==> src/rtl/stack_engine.sv <==
// LIFO stack with top-of-stack read, indexed peek and sticky over/underflow flags.
// Latency: push/pop/replace take effect at the sampling edge; data_out/peek follow state combinationally.
// Backpressure: none; a push while full or pop while empty is dropped and latched in a sticky error flag.
//
// Ports:
//   clk, reset         - rising-edge clock, asynchronous active-low reset
//   push, pop, data_in - push / pop / replace-top (push+pop) request and write data
//   err_clear          - clears both sticky error flags (a same-cycle new error wins)
//   peek_idx           - offset below the top to read on peek_data (0 = top)
//   data_out           - current top of stack, 0 when empty
//   peek_data/_valid   - entry at peek_idx, valid when peek_idx < count (data forced to 0 otherwise)
//   count/empty/full   - occupancy, 0..DEPTH
//   overflow_err       - sticky, set by push while full
//   underflow_err      - sticky, set by pop (or push+pop) while empty
module stack_engine #(
    parameter int DATA_W = 16,
    parameter int DEPTH  = 16
) (
    input  logic                       clk,
    input  logic                       reset,
    input  logic                       push,
    input  logic                       pop,
    input  logic [DATA_W-1:0]          data_in,
    input  logic                       err_clear,
    input  logic [$clog2(DEPTH)-1:0]   peek_idx,
    output logic [DATA_W-1:0]          data_out,
    output logic [DATA_W-1:0]          peek_data,
    output logic                       peek_valid,
    output logic [$clog2(DEPTH):0]     count,
    output logic                       empty,
    output logic                       full,
    output logic                       overflow_err,
    output logic                       underflow_err
);

    localparam int AW = $clog2(DEPTH);

    localparam logic [AW:0]   CNT_ONE  = (AW+1)'(1);
    localparam logic [AW:0]   CNT_FULL = (AW+1)'(DEPTH);
    localparam logic [AW-1:0] IDX_ONE  = AW'(1);

    // Storage is deliberately not reset; outputs are gated by count so stale
    // contents never leak out.
    logic [DATA_W-1:0] mem_q [DEPTH];

    logic [AW:0]       count_q, count_d;
    logic              ovf_q, ovf_d;
    logic              udf_q, udf_d;

    logic              wr_en;
    logic [AW-1:0]     wr_addr;
    logic [AW-1:0]     top_addr;
    logic [AW-1:0]     peek_addr;
    logic              is_empty;
    logic              is_full;

    assign is_empty = (count_q == '0);
    assign is_full  = (count_q == CNT_FULL);

    // Index arithmetic is modulo DEPTH: when full, the low AW bits of count
    // are 0 and minus one yields DEPTH-1, which is the correct top slot.
    assign top_addr  = count_q[AW-1:0] - IDX_ONE;
    assign peek_addr = top_addr - peek_idx;

    // Next-state logic. Errors never touch mem or count; set beats clear.
    always_comb begin
        wr_en   = 1'b0;
        wr_addr = '0;
        count_d = count_q;
        ovf_d   = err_clear ? 1'b0 : ovf_q;
        udf_d   = err_clear ? 1'b0 : udf_q;

        unique case ({push, pop})
            2'b10: begin
                if (is_full) begin
                    ovf_d = 1'b1;
                end else begin
                    wr_en   = 1'b1;
                    wr_addr = count_q[AW-1:0];
                    count_d = count_q + CNT_ONE;
                end
            end
            2'b01: begin
                if (is_empty) begin
                    udf_d = 1'b1;
                end else begin
                    count_d = count_q - CNT_ONE;
                end
            end
            2'b11: begin
                // Replace-top; with nothing to replace it counts as an underflow.
                if (is_empty) begin
                    udf_d = 1'b1;
                end else begin
                    wr_en   = 1'b1;
                    wr_addr = top_addr;
                end
            end
            default: ;
        endcase
    end

    always_ff @(posedge clk or negedge reset) begin
        if (!reset) begin
            count_q <= '0;
            ovf_q   <= 1'b0;
            udf_q   <= 1'b0;
        end else begin
            count_q <= count_d;
            ovf_q   <= ovf_d;
            udf_q   <= udf_d;
        end
    end

    always_ff @(posedge clk) begin
        if (wr_en) begin
            mem_q[wr_addr] <= data_in;
        end
    end

    assign peek_valid    = ({1'b0, peek_idx} < count_q);
    assign data_out      = is_empty   ? '0 : mem_q[top_addr];
    assign peek_data     = peek_valid ? mem_q[peek_addr] : '0;
    assign count         = count_q;
    assign empty         = is_empty;
    assign full          = is_full;
    assign overflow_err  = ovf_q;
    assign underflow_err = udf_q;

endmodule

==> config.mk <==
export PLATFORM = sky130hd
export DESIGN_NAME = stack_engine
export DESIGN_NICKNAME = d
export VERILOG_FILES = /design/src/rtl/stack_engine.sv
export SDC_FILE = /design/constraint.sdc
export NUM_CORES = 1
export LEC_CHECK = 0
export CAP_MARGIN = 30
export CELL_PAD_IN_SITES_DETAIL_PLACEMENT = 1
export CELL_PAD_IN_SITES_GLOBAL_PLACEMENT = 2
export CORE_MARGIN = 10
export CORE_UTILIZATION = 38
export CTS_CLUSTER_DIAMETER = 120
export DETAILED_ROUTE_END_ITERATION = 12
export PLACE_DENSITY = 0.8
export SYNTH_ARGS = -nofsm -noshare
export SYNTH_HDL_FRONTEND = slang
export SYNTH_SLANG_ARGS = --single-unit
==> constraint.sdc <==
create_clock -name clk -period 4.42 [get_ports clk]
set_clock_uncertainty 0.1 [all_clocks]
set_input_delay 1.105 -clock clk [delete_from_list [all_inputs] [get_ports clk]]
set_output_delay 1.105 -clock clk [all_outputs]
set_load 0.03 [all_outputs]
==> impl_metrics.yaml <==
worst_setup_path:
  critPathSlowestCell: "fa_4"
  crit_path_max_fanout: 7
  worstPathRequired_ps: 3210
  cp-startpoint: "peek_idx[0]"
  critPathBufInv: 5
  critPathLaunchType: "input port"
  timing.rr.start: "count[0]"
  regToRegSetupSlack_ps: 1060
  critPathTopFamily: "adder cells"
  critPathMaxStageDelay_ps: 930
  timing.rr.end: "mem_q[10][7]"
  crit_chain: "buf_8 -> ha_4 -> fa_4 -> buf_12 -> buf_16 -> buf_8 -> mux2i_1 -> and3_4 -> nor4_4 -> nand3_2 -> mux2i_4 -> buf_12"
  worstSetupEndpointType: "output pin"
  arrival_ps: 3810
  cp.depth: 12
  rr_worst_depth: 10
  worstSetupPathType: "input port to output pin"
run_status:
  status: "finished with violations"
  violations: "negative setup slack"
timing:
  setup_tns_ps: -8312
  setup_slack_ps: -590.1
  hold_ws_ps: 443.9
  setup_viol: 16
  worst_pin_slew_ps: 808.6
  rsz0062_at_grt: "true"
  finalCritPeriodShare_pct: 113.4
  relSlewSlack_pct: 45.52
  final_max_slew_viol_count: 0
  max_freq_mhz: 199.6
  finalCriticalPeriod_ps: 5010
  hold_violations: 0
logic_synthesis:
  seq_area_frac_synth_pct: 58.13
  synth_top_cell_by_area: "edfxtp_1"
  synth-edff-count: 256
  ys_async_sr_fraction_pct: 2.662
  synth_flop_cell: "edfxtp_1"
  ys_seq_elements: 263
  synth_cell_type_count: 43
  syn_area_um2: 13530
  synth_top_area_share_pct: 56.83
  syn_nets: 1142
  syn_inst: 1103
  synth_area_leaders: "edfxtp_1, mux2i_1, a2111oi_0, nor2b_1, and3_1"
  ys.warnings.count: 0
  avgSynthCellArea_um2: 12.26
final_layout:
  drive_above_1_share_pct: 26.66
  final_core_util_pct: 50.71
  finalNonFillerCells: 1740
  most-common-layout-cells: "edfxtp_1, mux2i_1, buf_4, nand2_1, nor2b_1"
  regArea_um2: 7864
  final_common_cell: "edfxtp_1"
  num_antenna_cells: 0
  nNetsFinal: 1294
  syn_to_final_growth_pct: 32.37
  multi_input_area_um2: 6121
  fillers: 3475
cts:
  clock-sinks: 263
  clkTransAtPathRegs_ps: 60
  cts_tree: "done"
  cts_buffer_depth: 3
  cts-buffers-inserted: 30
  cts_root_buffer: "clkbuf_16"
  cts_hold_buf: 0
  ctsHtreeMaxLevel: 1
  insertion_delay_ps: 570
global_route:
  grt_antenna_before_repair: 0
  grt_max_degree: 66
  grt_pass1_vias: 11260
  grt_usage_pct: 21.98
  globalRoute.totalOverflow: 0
  grt_pass1_wl_um: 73220
flow_run:
  cap_violations: 0
place:
  place_hpwl_um: 30540
  io_buffer_count: 66
  dp.cells: 1662
  gp_congestion: 0.8026
die:
  die_area_um2: 43540
  dieHeight_um: 208.7
  core_um2: 35310
  start_util_pct: 38.31
  ioPinCount: 67
  row_count: 69
  die_w_um: 208.7
route:
  postRouteWirelength_um: 51050
  route.vias.total: 10650
  wl_per_cell_um: 29.34
  vias_per_cell: 6.119
  first_pass_iters: 5
  post-route-drc-count: 0
  drtIter0Drc: 942
  antenna_left: 0
min_path:
  holdPathStages: 2
  holdPathEnd: "overflow_err"
  hp-class: "flip-flop to flip-flop"
  min-delay-start: "overflow_err"
[synthesized netlist by cell type (3+ instances only)]
master	n
clkbuf_1	62
nor2_1	26
nor2b_1	68
a21oi_1	19
edfxtp_1	256
and3_1	66
a31oi_1	15
mux4_2	5
inv_1	11
xnor2_1	8
a22oi_1	31
xor2_1	3
nand3_1	68
nor3_1	19
o21ai_0	8
ha_1	12
dfrtp_1	7
buf_2	19
buf_1	6
mux2i_1	155
a32oi_1	15
nand2_1	100
a2111oi_0	64
a21o_1	4
nor4_1	32
[worst max path at each step]
stage                               end  slack, ps
final                      peek_data[6]       -590
after global routing       peek_data[6]       -650
after global placement    peek_data[11]      -1010
after floorplan           peek_data[10]          2
after CTS                  peek_data[6]       -550
after detailed placement  peek_data[11]      -1100
[sequential cells by signal (all words and copies together), names as in the netlist]
signal and count:
underflow_err 1, mem_q 256, overflow_err 1, count 5
[per-layer routing]
layer | share of wire [%] | vias to the layer above | global-route usage, %
li1 | - | 4615 | -
met1 | 40 | 5485 | 27.61
met2 | 49 | 441 | 37.57
met3 | 7.4 | 106 | 3.310
met4 | 3.1 | 0 | 8.087
met5 | 0 | - | 0
[worst reg2reg max path: stages, from the launching register on]
cell and delay, ps:
dfrtp_2 420, buf_4 160, buf_4 160, buf_4 200
nor3_4 330, xnor2_2 180, buf_4 350, nor3_1 90
o21ai_0 660, nor2_2 90, buf_4 290
[cells by family after synthesis]
logic type	share of synthesized area, %
muxes	12.30
and+or+nand+nor	14.85
buffers and inverters	3.173
adders and majority gates	1.406
xor gates and xnor gates	0.9528
DFF	58.13
AOI/OAI and AO/OA	9.194
[cell type report]
| type | count | share of cell area (%) |
|---|---|---|
| Tap cell | 461 | 3.222 |
| Timing Repair Buffer | 210 | 12.93 |
| Clock inverter | 20 | 1.013 |
| Clock buffer | 36 | 4.437 |
| Inverter | 13 | 0.2865 |
| Sequential cell | 263 | 43.92 |
| Multi-Input combinational cell | 737 | 34.19 |
[what timing repair did]
item,4_1_cts,5_1_grt
setup endpoints to repair,32,30
cloned,6,3
gates resized for setup,104,68
endpoints found under the hold margin,0,0
setup buffers,11,3
pin swaps,37,18
[through the flow]
step / cell area [µm²] / setup slack [ps]
3_5_place_dp: 15950 / -1099
3_3_place_gp: 15950 / -1006
2_1_floorplan: 13840 / 2.200
6_report: 17900 / -590.1
5_1_grt: 17900 / -653.7
4_1_cts: 17600 / -549.3
Power is left out: the tool's default activity adds up to more than one toggle a clock period on the data nets, which glitch-free logic cannot reach.
